--- config.mk ---
export PLATFORM = sky130hd
export DESIGN_NAME = cpu_core_p_flat
export DESIGN_NICKNAME = d
export VERILOG_FILES = /design/src/rtl/cpu_core_p_pkg.sv /design/src/rtl/cpu_core_p_if.sv /design/src/rtl/cpu_alu_p.sv /design/src/rtl/cpu_core_p.sv /design/src/flat_wrapper.sv
export SDC_FILE = /design/constraint.sdc
export NUM_CORES = 1
export LEC_CHECK = 0
export ABC_AREA = 1
export CAP_MARGIN = 10
export CORE_MARGIN = 3
export CORE_UTILIZATION = 55
export CTS_CLUSTER_SIZE = 25
export DETAILED_ROUTE_END_ITERATION = 12
export DONT_BUFFER_PORTS = 1
export PLACE_DENSITY = 0.7
export RECOVER_POWER = 25
export SLEW_MARGIN = 20
export SYNTH_ARGS = -nofsm -noshare
export SYNTH_HDL_FRONTEND = slang
export SYNTH_SLANG_ARGS = --single-unit
--- constraint.sdc ---
create_clock -name clk -period 2.65 [get_ports clk]
set_clock_uncertainty 0.15 [all_clocks]
set_input_delay 0.53 -clock clk [delete_from_list [all_inputs] [get_ports clk]]
set_output_delay 0.53 -clock clk [all_outputs]
set_load 0.02 [all_outputs]
--- src/rtl/cpu_core_p_pkg.sv ---
// cpu_core_p shared package: opcodes, FSM states, register indices, defaults.
// No ports; imported by the core, its ALU and the data-bus interface users.
package cpu_core_p_pkg;

  localparam int DW_DEF = 4;
  localparam int AW_DEF = 8;

  localparam logic [3:0] OP_NOP = 4'h0;
  localparam logic [3:0] OP_ADD = 4'h1;
  localparam logic [3:0] OP_ADC = 4'h2;
  localparam logic [3:0] OP_MOV = 4'h3;
  localparam logic [3:0] OP_LDI = 4'h4;
  localparam logic [3:0] OP_IN  = 4'h5;
  localparam logic [3:0] OP_OUT = 4'h6;
  localparam logic [3:0] OP_JMP = 4'h7;
  localparam logic [3:0] OP_JZ  = 4'h8;
  localparam logic [3:0] OP_HLT = 4'hF;

  typedef enum logic [1:0] {
    S_FETCH,
    S_EXEC,
    S_MEM,
    S_HALT
  } state_e;

  typedef enum logic {
    ALU_ADD,
    ALU_ADC
  } alu_op_e;

  localparam logic [3:0] R_A  = 4'd0;
  localparam logic [3:0] R_B  = 4'd1;
  localparam logic [3:0] R_C  = 4'd2;
  localparam logic [3:0] R_D  = 4'd3;
  localparam logic [3:0] R_SL = 4'd4;
  localparam logic [3:0] R_SH = 4'd5;
  localparam logic [3:0] R_PL = 4'd6;
  localparam logic [3:0] R_PH = 4'd7;
  localparam logic [3:0] R_R0 = 4'd8;
  localparam logic [3:0] R_R1 = 4'd9;
  localparam logic [3:0] R_R2 = 4'd10;
  localparam logic [3:0] R_R3 = 4'd11;
  localparam logic [3:0] R_R4 = 4'd12;
  localparam logic [3:0] R_R5 = 4'd13;
  localparam logic [3:0] R_R6 = 4'd14;
  localparam logic [3:0] R_R7 = 4'd15;

endpackage

--- src/rtl/cpu_core_p_if.sv ---
// Data-memory bus of cpu_core_p: request (en/rw/addr/wdata) and reply (rdata/ready).
// master = core side, slave = memory side.
interface cpu_core_p_if #(
  parameter int DW = 4,
  parameter int AW = 8
);
  logic          ram_en;
  logic          ram_rw;
  logic [AW-1:0] ram_addr;
  logic [DW-1:0] ram_wdata;
  logic [DW-1:0] ram_rdata;
  logic          ram_ready;

  modport master (
    output ram_en, ram_rw, ram_addr, ram_wdata,
    input  ram_rdata, ram_ready
  );

  modport slave (
    input  ram_en, ram_rw, ram_addr, ram_wdata,
    output ram_rdata, ram_ready
  );
endinterface

--- src/rtl/cpu_alu_p.sv ---
// cpu_alu_p: combinational adder for ADD/ADC.
// Ports: a_i, b_i, c_i (carry in), op_i in; y_o (result), c_o (carry), z_o (zero) out.
module cpu_alu_p
  import cpu_core_p_pkg::*;
#(
  parameter int DW = DW_DEF
) (
  input  logic [DW-1:0] a_i,
  input  logic [DW-1:0] b_i,
  input  logic          c_i,
  input  alu_op_e       op_i,
  output logic [DW-1:0] y_o,
  output logic          c_o,
  output logic          z_o
);
  logic          cin;
  logic [DW:0]   sum;

  always_comb begin
    cin = (op_i == ALU_ADC) & c_i;
    sum = {1'b0, a_i} + {1'b0, b_i} + {{DW{1'b0}}, cin};
    y_o = sum[DW-1:0];
    c_o = sum[DW];
    z_o = (sum[DW-1:0] == '0);
  end
endmodule

--- src/rtl/cpu_core_p.sv ---
// cpu_core_p: multi-cycle 12-bit-instruction core (FETCH/EXEC/MEM/HALT).
// Ports: clk, rst_n, instr_addr/instr_bus (program), ram (data bus master), halted.
module cpu_core_p
  import cpu_core_p_pkg::*;
#(
  parameter int DW = DW_DEF,
  parameter int AW = AW_DEF
) (
  input  logic          clk,
  input  logic          rst_n,
  output logic [AW-1:0] instr_addr,
  input  logic [11:0]   instr_bus,
  cpu_core_p_if.master  ram,
  output logic          halted
);
  state_e        state_q;
  logic [AW-1:0] pc_q;
  logic [11:0]   ir_q;
  logic          cf_q;
  logic          zf_q;
  logic [DW-1:0] rf_q [16];
  logic          en_q;
  logic          rw_q;
  logic [AW-1:0] addr_q;
  logic [DW-1:0] wdata_q;
  logic          halted_q;

  logic [3:0]    op;
  logic [3:0]    fx;
  logic [3:0]    fy;
  logic [AW-1:0] tgt;
  logic [AW-1:0] pc_inc;
  alu_op_e       alu_op;
  logic [DW-1:0] alu_y;
  logic          alu_c;
  logic          alu_z;

  assign op     = ir_q[11:8];
  assign fx     = ir_q[7:4];
  assign fy     = ir_q[3:0];
  assign tgt    = ir_q[7:0];
  assign pc_inc = pc_q + {{(AW-1){1'b0}}, 1'b1};
  assign alu_op = (op == OP_ADC) ? ALU_ADC : ALU_ADD;

  cpu_alu_p #(.DW(DW)) u_alu (
    .a_i  (rf_q[R_A]),
    .b_i  (rf_q[R_B]),
    .c_i  (cf_q),
    .op_i (alu_op),
    .y_o  (alu_y),
    .c_o  (alu_c),
    .z_o  (alu_z)
  );

  always_ff @(posedge clk) begin
    if (!rst_n) begin
      state_q  <= S_FETCH;
      pc_q     <= '0;
      ir_q     <= '0;
      cf_q     <= 1'b0;
      zf_q     <= 1'b0;
      en_q     <= 1'b0;
      rw_q     <= 1'b0;
      addr_q   <= '0;
      wdata_q  <= '0;
      halted_q <= 1'b0;
      for (int i = 0; i < 16; i++) begin
        rf_q[i] <= '0;
      end
    end else begin
      unique case (state_q)
        S_FETCH: begin
          ir_q    <= instr_bus;
          state_q <= S_EXEC;
        end
        S_EXEC: begin
          state_q <= S_FETCH;
          pc_q    <= pc_inc;
          case (op)
            OP_ADD, OP_ADC: begin
              rf_q[R_A] <= alu_y;
              cf_q      <= alu_c;
              zf_q      <= alu_z;
            end
            OP_MOV: rf_q[fx] <= rf_q[fy];
            OP_LDI: rf_q[R_B] <= DW'(fx);
            OP_IN, OP_OUT: begin
              // PC advances only once the memory replies
              state_q <= S_MEM;
              pc_q    <= pc_q;
              en_q    <= 1'b1;
              rw_q    <= (op == OP_OUT);
              addr_q  <= tgt;
              wdata_q <= rf_q[R_C];
            end
            OP_JMP: pc_q <= tgt;
            OP_JZ: begin
              if (zf_q) pc_q <= tgt;
            end
            OP_HLT: begin
              state_q  <= S_HALT;
              pc_q     <= pc_q;
              halted_q <= 1'b1;
            end
            default: ;
          endcase
        end
        S_MEM: begin
          if (ram.ram_ready) begin
            en_q    <= 1'b0;
            pc_q    <= pc_inc;
            state_q <= S_FETCH;
            if (!rw_q) rf_q[R_D] <= ram.ram_rdata;
          end
        end
        S_HALT: ;
      endcase
    end
  end

  assign instr_addr    = pc_q;
  assign ram.ram_en    = en_q;
  assign ram.ram_rw    = rw_q;
  assign ram.ram_addr  = addr_q;
  assign ram.ram_wdata = wdata_q;
  assign halted        = halted_q;
endmodule
--- src/flat_wrapper.sv ---
// flat-port wrapper written by rule: the top's interface ports become plain ports
module cpu_core_p_flat import cpu_core_p_pkg::*;
#(
  parameter int DW = DW_DEF,
  parameter int AW = AW_DEF
)
  (clk, rst_n, instr_addr, instr_bus, halted, ram_ram_en, ram_ram_rw, ram_ram_addr, ram_ram_wdata, ram_ram_rdata, ram_ram_ready);
  cpu_core_p_if #(.DW(DW), .AW(AW)) ram_i ();
  input  logic clk;
  input  logic rst_n;
  output logic [AW-1:0] instr_addr;
  input  logic [11:0] instr_bus;
  output logic halted;
  output wire logic [$bits(ram_i.ram_en)-1:0] ram_ram_en;
  output wire logic [$bits(ram_i.ram_rw)-1:0] ram_ram_rw;
  output wire logic [$bits(ram_i.ram_addr)-1:0] ram_ram_addr;
  output wire logic [$bits(ram_i.ram_wdata)-1:0] ram_ram_wdata;
  input wire logic [$bits(ram_i.ram_rdata)-1:0] ram_ram_rdata;
  input wire logic [$bits(ram_i.ram_ready)-1:0] ram_ram_ready;
  assign ram_ram_en = ram_i.ram_en;
  assign ram_ram_rw = ram_i.ram_rw;
  assign ram_ram_addr = ram_i.ram_addr;
  assign ram_ram_wdata = ram_i.ram_wdata;
  assign ram_i.ram_rdata = ram_ram_rdata;
  assign ram_i.ram_ready = ram_ram_ready;
  cpu_core_p #(.DW(DW), .AW(AW)) u_core (.clk(clk), .rst_n(rst_n), .instr_addr(instr_addr), .instr_bus(instr_bus), .ram(ram_i), .halted(halted));
endmodule
==> results of run 1 <==
## logic make-up (layout without fill, tap and decap cells)
logic type,count (synthesis),after routing,share of synthesized area
fa+ha+maj,10,10,0.0252
buf+inv,127,121,0.102
flops,107,107,0.500
simple gates,390,390,0.293
xor+xnor,5,5,0.00786
compound gates,78,78,0.0721
## metrics by stage
| stage | worst slack (ns) | utilization |
|---|---|---|
| after floorplan | 0.541 | - |
| after detailed placement | 0.370 | 0.569 |
| after global placement | 0.441 | 0.569 |
| after CTS | 0.358 | 0.591 |
| after global routing | 0.221 | 0.588 |
| final | 0.395 | 0.588 |
## flip-flops by register name, summed over array words and instances (netlist names), 2 cells and up, named ones only
signal / flops
u_core.ram.ram_wdata: 4
u_core.state_q: 2
u_core.ram.ram_addr: 8
u_core.rf_q: 64
u_core.ir_q: 12
u_core.instr_addr: 8
## synthesized netlist by cell type (all sizes together)
library cell	count
clkbuf	10
xor2	5
or2	1
nand3	66
o21bai	1
dfxtp	43
a21oi	34
nand4	3
inv	100
nand3b	4
buf	17
fa	2
o21ai	40
a31oi	2
nor3	4
nor2	105
edfxtp	64
nand2	207
o21a	1
ha	8
## worst max-delay path, delay by kind of cell (launching register included)
| family | cells | cell delay (ns) |
|---|---|---|
| adders and majority gates | 2 | 0.84 |
| and+or+nand+nor | 4 | 0.61 |
| DFF | 1 | 0.37 |
| buffers and inverters | 1 | 0.11 |
| AOI/OAI and AO/OA | 1 | 0.11 |
## metal layers
metal,track usage,up-vias,part of all wire
met5,0,-,0
li1,-,2255,-
met4,0.0968,0,0.019
met2,0.393,154,0.46
met3,0.0397,23,0.061
met1,0.343,2138,0.46
## where the power goes
group          leakage (nW)  internal (W)  switching (W)
combinational          1.47      0.000142       0.000367
clock                 0.114      0.000495       0.000599
sequential             1.01       0.00184       0.000101
total                  2.60       0.00247        0.00107
## worst max path at each step
| stage | to | slack (ns) | cells past startpoint |
|---|---|---|---|
| floorplan | u_core.zf_q | 0.54 | 8 |
| global placement | u_core.zf_q | 0.44 | 8 |
| detailed placement | u_core.zf_q | 0.37 | 8 |
| CTS | u_core.zf_q | 0.36 | 8 |
| global route | u_core.rf_q[0][1] | 0.22 | 8 |
| finish | u_core.zf_q | 0.39 | 8 |
## cell type report
class,instances,area (µm²),area share
inverters,100,380,0.0658
repair buffers,5,37.5,0.00650
clock buffers,12,188,0.0325
multi-input cells,483,2190,0.379
clock inverters,4,35.0,0.00606
flip-flops and latches,107,2780,0.482
well taps,133,166,0.0288
==> results.tsv, run 1 <==
stage	metric	value	unit
clock_tree	htreeDepth	3	
sta	tns	0	ns
critical_path	reg2reg_depth	8	
placement	gp_congestion	0.906	
clock_tree	cts_root_buffer	clkbuf_8	
global_routing	grt_max_degree	51	
clock_tree	postCtsHoldBufs	0	
sta	whs	0.106	ns
synthesis	synth-seq-cells	107	
route	wl	13200	µm
clock_tree	clk_path_buf_depth	2	
critical_path	worst-path-max-fanout	6	
critical_path	rrSetupSlack	0.39	ns
route	first_pass_iters	5	
clock_tree	clk_pin_slew	0.11	ns
die	dieHeight	107	µm
pwr	ir_worst_vdd	0.358	mV
sta	relSlewSlack	0.597	
global_routing	overflow	0	
sta	rsz0062_at_grt	false	
finish	final_common_cell	nand2_1	
placement	place_area	0.00558	mm²
critical_path	r2r_end	u_core.zf_q	
run	timing.max_cap.violations	0	
critical_path	cp_data_arrival_time	2.43	ns
route	vias_per_cell	5.41	
die	pin_count	42	
sta	setup_viol	0	
route	drc	0	
route	postRouteAntennaNets	0	
synthesis	yosysTopAreaCell	edfxtp_1	
pwr	totalPowerFinal	0.00354	W
sta	fmax	443	MHz
critical_path	start_kind	register	
die	die_w	107	µm
pwr	p_leak	2.60	nW
global_routing	grtUsageTotal	0.248	
sta	finalMaxSlewViolations	0	
min_path	hold_path.class	in2reg	
synthesis	yosysUniqueCellTypes	31	
synthesis	netlist_instances	717	
critical_path	critPathKind	reg2reg	
finish	final_area	0.00578	mm²
critical_path	crit_chain	nor2_1 > nand3_1 > fa_1 > inv_1 > fa_1 > nor3_1 > nand2_1 > a21oi_1	
clock_tree	cts_resized	0	
synthesis	avgSynthCellArea	7.77	µm²
critical_path	cpPeakStageDelay	0.43	ns
die	rows	36	
clock_tree	cts_buffers	9	
clock_tree	cts_setup_buffers	0	
route	num_vias	4570	
min_path	hold_depth	2	
critical_path	critical_path.slowest_cell	fa_1	
finish	area_growth	3.75	%
critical_path	cp.required	2.82	ns
synthesis	syn_nets	746	
synthesis	yosysWarnings	0	
sta	min_period_over_period	0.851	
placement	port_buffers	0	
synthesis	yosysTopAreaCellShare	0.345	
finish	fin_nets	735	
clock_tree	cts_tree	yes	
global_routing	antenna_found_initial	0	
finish	drive_above_1_share	0.0591	
critical_path	crit_path_start	u_core.ir_q[10]	
route	post_drt_wl_per_cell	15.6	µm
placement	dpl.cell_count	828	
die	dieArea	0.0114	mm²
pwr	power_density	613	mW/mm²
sta	worst_slew_pin_slew	0.600	ns
critical_path	critPathCaptureType	register	
clock_tree	cts_sinks	107	
synthesis	ys_seq_area_frac	0.500	
placement	hpwl	9390	µm
critical_path	timing.rr.start	u_core.ir_q[10]	
finish	fin_cells	844	
route	drt_iter0_markers	355	
global_routing	grt_pass1_wl	21800	µm
sta	finalHoldViolations	0	
finish	fill_cells	960	
finish	final_cell_mix	nand2_1, nor2_1, inv_1, nand3_1, edfxtp_1	
clock_tree	clk_latency	0.39	ns
sta	finalWorstPathRequiredPeriod	2.26	ns
global_routing	grt_pass1_vias	4419	
outcome	status	finished, final reports clean	
min_path	whs_endpoint	u_core.instr_addr[5]	
min_path	worstHoldStart	rst_n	
critical_path	cp_common_cell	fa_1	
die	core	0.00982	mm²
synthesis	ys_top_cells_by_area	edfxtp_1, dfxtp_1, nand2_1, nor2_1, inv_1	
synthesis	syn_area	0.00557	mm²
die	initial_utilization	0.567	
finish	diodes	0	
Power figures use the tool's default switching activity.
==> inputs of run 2 (changes only) <==
CORE_UTILIZATION = 59   (was 55)
PLACE_DENSITY = 0.75   (was 0.7)
==> results.tsv, run 2 (same netlist as run 1, synthesis figures left out) <==
stage	metric	value	unit	change
outcome	status	finished, final reports clean		unchanged
clock_tree	cts_tree	yes		unchanged
sta	finalWorstPathRequiredPeriod	2.33	ns	was 2.26 ns
sta	whs	0.135	ns	was 0.106 ns
critical_path	cp_data_arrival_time	2.45	ns	was 2.43 ns
critical_path	cp.required	2.77	ns	was 2.82 ns
die	core	0.00893	mm²	was 0.00982 mm²
finish	biggestRegsByFlops	u_core.rf_q (64), u_core.ir_q (12)		unchanged
sta	fmax	429	MHz	was 443 MHz
sta	rsz0062_at_grt	false		unchanged
critical_path	critPathKind	reg2reg		unchanged
route	drt_iter0_markers	289		was 355
route	vias_per_cell	5.55		was 5.41
sta	finalMaxSlewViolations	0		unchanged
clock_tree	clk_pin_slew	0.10	ns	was 0.11 ns
global_routing	grt_pass1_wl	19800	µm	was 21800 µm
clock_tree	cts_buffers	9		unchanged
route	post_drt_wl_per_cell	15.4	µm	was 15.6 µm
pwr	power_density	595	mW/mm²	was 613 mW/mm²
finish	fin_util	0.640		was 0.588
clock_tree	htreeDepth	3		unchanged
pwr	p_leak	2.57	nW	was 2.60 nW
placement	hpwl	9220	µm	was 9390 µm
global_routing	antenna_found_initial	0		unchanged
die	dieArea	0.0106	mm²	was 0.0114 mm²
min_path	hold_path.class	in2reg		unchanged
sta	relSlewSlack	0.588		was 0.597
placement	gp_congestion	0.886		was 0.906
finish	diodes	0		unchanged
global_routing	grt_max_degree	51		unchanged
finish	area_growth	2.63	%	was 3.75%
global_routing	grtUsageTotal	0.244		was 0.248
sta	tns	0	ns	unchanged
sta	setup_viol	0		unchanged
clock_tree	cts_sinks	107		unchanged
sta	min_period_over_period	0.880		was 0.851
global_routing	grt_pass1_vias	4147		was 4419
route	num_vias	4542		was 4570
route	first_pass_iters	5		unchanged
die	rows	34		was 36
die	dieHeight	103	µm	was 107 µm
run	timing.max_cap.violations	0		unchanged
clock_tree	clk_path_buf_depth	2		unchanged
critical_path	critPathCaptureType	register		unchanged
die	initial_utilization	0.623		was 0.567
clock_tree	cts_setup_buffers	0		unchanged
global_routing	overflow	0		unchanged
die	die_w	103	µm	was 107 µm
finish	fin_nets	734		was 735
finish	final_cell_mix	nand2_1, nor2_1, inv_1, nand3_1, edfxtp_1		unchanged
finish	final_common_cell	nand2_1		unchanged
route	wl	12600	µm	was 13200 µm
finish	largest_reg_flops	64		unchanged
sta	worst_slew_pin_slew	0.613	ns	was 0.600 ns
die	pin_count	42		unchanged
finish	regMostFlops	u_core.rf_q		unchanged
finish	drive_above_1_share	0.0592		was 0.0591
placement	port_buffers	0		unchanged
clock_tree	cts_root_buffer	clkbuf_8		unchanged
clock_tree	clk_latency	0.37	ns	was 0.39 ns
route	drc	0		unchanged
pwr	ir_worst_vdd	0.343	mV	was 0.358 mV
critical_path	worst-path-max-fanout	10		was 6
sta	finalHoldViolations	0		unchanged
route	postRouteAntennaNets	0		unchanged
critical_path	start_kind	register		unchanged
clock_tree	postCtsHoldBufs	0		unchanged
clock_tree	cts_resized	0		unchanged
run 2: report_power, final:
group	switching, W	internal [W]	total (W)
logic	0.000358	0.000141	0.000499
registers	0.000104	0.00184	0.00194
clock network	0.000555	0.000406	0.000960
run 2: cell type report:
class | instances | area (µm²)
multi-input cells | 483 | 2200
clock inverters | 4 | 32.5
flip-flops and latches | 107 | 2780
fillers | 755 | 3220
clock buffers | 12 | 156
inverters | 100 | 380
repair buffers | 4 | 26.3
well taps | 108 | 135
run 2: per-layer routing:
layer | global-route usage | wire length [µm] | part of all wire
met1 | 0.347 | 5810 | 0.46
met2 | 0.370 | 5550 | 0.44
met3 | 0.0487 | 958 | 0.076
met4 | 0.0946 | 286 | 0.023
met5 | 0 | 0 | 0
run 2: critical path, stage by stage, from the launching register on:
cell and delay [ns]:
dfxtp_1 0.41, inv_1 0.08, ha_1 0.25, nand2_1 0.12, nor2_1 0.07, nand2_1 0.12, clkbuf_1 0.45, nand2_2 0.12
nor2_2 0.21, nand2_1 0.08, o21ai_1 0.12, inv_1 0.05
run 2: path summary, 6_finish.rpt:
path / start / to / slack (ns) / cells after the start
worst max register to register: u_core.state_q[1] / u_core.instr_addr[1] / 0.32 / 11
worst max-delay path: u_core.state_q[1] / u_core.instr_addr[1] / 0.32 / 11
worst min register to register: u_core.rf_q[2][0] / u_core.ram.ram_wdata[0] / 0.36 / 2
worst min-delay path: rst_n / u_core.instr_addr[5] / 0.14 / 2
run 2: metrics by stage:
stage	total power, W	instance area, µm²	instances	worst slack (ns)
after floorplan	0.00237	5570	717	0.541
after global placement	0.00246	5540	802	0.418
after detailed placement	0.00247	5540	802	0.377
after CTS	0.00340	5730	818	0.342
after global routing	0.00355	5710	818	0.133
final	0.00340	5710	818	0.319
==> inputs of run 3 (changes only) <==
CORE_UTILIZATION = 45   (was 59)
PLACE_DENSITY = default   (was 0.75)
==> results.tsv, run 3 (same netlist as run 1, synthesis figures left out) <==
stage	metric	value	unit	change
route	drt_iter0_markers	357		was 289
clock_tree	cts_tree	yes		unchanged
finish	largest_reg_flops	64		unchanged
placement	dp_slack	0.359	ns	was 0.377 ns
sta	setup_ws	0.319	ns	about the same
run	timing.max_cap.violations	0		unchanged
finish	biggestRegsByFlops	u_core.rf_q (64), u_core.ir_q (12)		unchanged
finish	fill_cells	1209		was 755
clock_tree	clk_path_buf_depth	2		unchanged
pwr	ir_worst_vdd	0.312	mV	was 0.343 mV
route	first_pass_iters	7		was 5
outcome	status	finished, final reports clean		unchanged
clock_tree	cts_root_buffer	clkbuf_16		was clkbuf_8
sta	fmax	429	MHz	about the same
critical_path	cp_data_arrival_time	2.28	ns	was 2.45 ns
clock_tree	htreeDepth	3		unchanged
clock_tree	clk_latency	0.36	ns	was 0.37 ns
finish	fin_nets	733		was 734
clock_tree	cts_resized	0		unchanged
sta	setup_viol	0		unchanged
pwr	clkPwrFrac	0.353		was 0.282
sta	finalWorstPathRequiredPeriod	2.33	ns	about the same
critical_path	critPathKind	reg2reg		unchanged
global_routing	overflow	0		unchanged
global_routing	grt_util_met3	0.0458		was 0.0487
clock_tree	cts_sinks	107		unchanged
sta	finalHoldViolations	0		unchanged
critical_path	cp_common_cell	nand3_1		was nand2_1
critical_path	worst-path-max-fanout	16		was 10
critical_path	cp.required	2.60	ns	was 2.77 ns
critical_path	critPathCaptureType	register		unchanged
critical_path	start_kind	register		unchanged
pwr	internal_power	0.00268	W	was 0.00238 W
die	initial_utilization	0.473		was 0.623
placement	gp_congestion	0.822		was 0.886
route	drc	0		unchanged
critical_path	critical_path.slowest_cell	dfxtp_1		was clkbuf_1
clock_tree	clk_pin_slew	0.07	ns	was 0.10 ns
sta	relSlewSlack	0.623		was 0.588
clock_tree	cts_setup_buffers	0		unchanged
die	core	0.0118	mm²	was 0.00893 mm²
route	postRouteAntennaNets	0		unchanged
critical_path	cpPeakStageDelay	0.56	ns	was 0.45 ns
sta	min_period_over_period	0.880		about the same
global_routing	grt_max_degree	51		unchanged
finish	diodes	0		unchanged
pwr	swShare	0.291		was 0.299
die	dieHeight	117	µm	was 103 µm
clock_tree	postCtsHoldBufs	0		unchanged
die	die_w	117	µm	was 103 µm
pwr	power_density	642	mW/mm²	was 595 mW/mm²
global_routing	met1_usage	0.270		was 0.347
sta	finalMaxSlewViolations	0		unchanged
placement	hpwl	9540	µm	was 9220 µm
global_routing	antenna_found_initial	0		unchanged
pwr	totalPowerFinal	0.00378	W	was 0.00340 W
sta	rsz0062_at_grt	false		unchanged
finish	drive_above_1_share	0.0550		was 0.0592
global_routing	grtUsageTotal	0.203		was 0.244
pwr	power_frac_comb	0.134		was 0.147
clock_tree	cts_buffers	9		unchanged
pwr	seq_power_share	0.513		was 0.571
die	rows	39		was 34
pwr	p_leak	2.63	nW	was 2.57 nW
finish	regMostFlops	u_core.rf_q		unchanged
global_routing	grt_pass1_wl	21400	µm	was 19800 µm
sta	worst_slew_pin_slew	0.562	ns	was 0.613 ns
route	vias_per_cell	5.12		was 5.55
finish	multi_input_area	0.00219	mm²	was 0.00220 mm²
sta	tns	0	ns	unchanged
global_routing	grt_pass1_vias	4285		was 4147
route	wl	13100	µm	was 12600 µm
finish	area_growth	5.75	%	was 2.63%
placement	port_buffers	0		unchanged
route	post_drt_wl_per_cell	15.1	µm	was 15.4 µm
pwr	netSwitchingPower	0.00110	W	was 0.00102 W
critical_path	crit_chain	inv_1 > nand3_1 > nand3_1 > nand3_1 > nand2_1 > inv_2 > nor2_1		was inv_1 > ha_1 > nand2_1 > nor2_1 > nand2_1 > clkbuf_1 > nand2_2 > nor2_2 > nand2_1 > o21ai_1 > inv_1
route	num_vias	4474		was 4542
die	dieArea	0.0137	mm²	was 0.0106 mm²
finish	final_cell_mix	nand2_1, nor2_1, inv_1, nand3_1, edfxtp_1		unchanged
finish	ff_latch_area	0.00278	mm²	unchanged
global_routing	gr-max-usage-layer	met2		unchanged
finish	final_common_cell	nand2_1		unchanged
min_path	hold_path.class	in2reg		unchanged
global_routing	met2_usage	0.326		was 0.370
die	pin_count	42		unchanged
-- run 3: cell count changes in the layout (fill, tap and decap cells not counted) --
cell | previous run | this run
buf_4 | 3 | 1
nand2_1 | 202 | 205
clkinvlp_4 | 2 | 1
clkinv_2 | 0 | 1
buf_12 | 0 | 1
inv_2 | 8 | 7
inv_4 | 2 | 3
inv_1 | 90 | 91
clkbuf_16 | 1 | 10
clkbuf_8 | 9 | 0
clkinv_4 | 1 | 2
nand2_2 | 5 | 2
clkbuf_1 | 3 | 1
-- run 3: final cells by class --
class                   instances  area share
clock inverters                 6     0.00765
clock buffers                  10      0.0425
repair buffers                  3     0.00531
inverters                     100      0.0646
flip-flops and latches        107       0.473
multi-input cells             483       0.373
well taps                     164      0.0348
-- run 3: path summary, 6_finish.rpt --
path                                      from                   end  slack [ns]  cells after the start
worst max-delay path                  register     u_core.rf_q[8][3]        0.32                      7
worst min-delay path                     rst_n  u_core.instr_addr[6]        0.16                      2
worst max register to register        register     u_core.rf_q[8][3]        0.32                      7
worst min register to register  u_core.ir_q[9]        u_core.ir_q[9]        0.35                      2
-- run 3: per-layer routing --
metal | vias to the layer above | wire [µm] | part of all wire
met5 | - | 0 | 0
met4 | 0 | 240 | 0.018
met3 | 16 | 904 | 0.069
met2 | 123 | 5930 | 0.45
met1 | 2086 | 6070 | 0.46
li1 | 2249 | - | -
-- run 3: critical path, delay by kind of cell (launching register included) --
kind,cells,cell delay (ns)
flip-flops,1,0.56
AND/OR/NAND/NOR,5,0.70
buffers and inverters,2,0.66
-- run 3: metrics by stage --
| stage | area [µm²] | hold slack [ns] | std cells | util |
|---|---|---|---|---|
| 4_1_cts | 5910 | 0.145 | 873 | 0.503 |
| 5_1_grt | 5890 | 0.159 | 873 | 0.501 |
| 2_1_floorplan | 5570 | 0.300 | 717 | - |
| 6_report | 5890 | 0.157 | 873 | 0.501 |
| 3_5_place_dp | 5620 | 0.338 | 857 | 0.478 |
| 3_3_place_gp | 5620 | 0.333 | 857 | 0.478 |
-- run 3: power groups by stage --
stage                     registers [W]  logic, W  clock network, W
after floorplan                 0.00194  0.000432                 0
after global placement          0.00198  0.000502                 0
after detailed placement        0.00198  0.000508                 0
after CTS                       0.00194  0.000510           0.00136
after global routing            0.00195  0.000568           0.00142
final                           0.00194  0.000505           0.00134
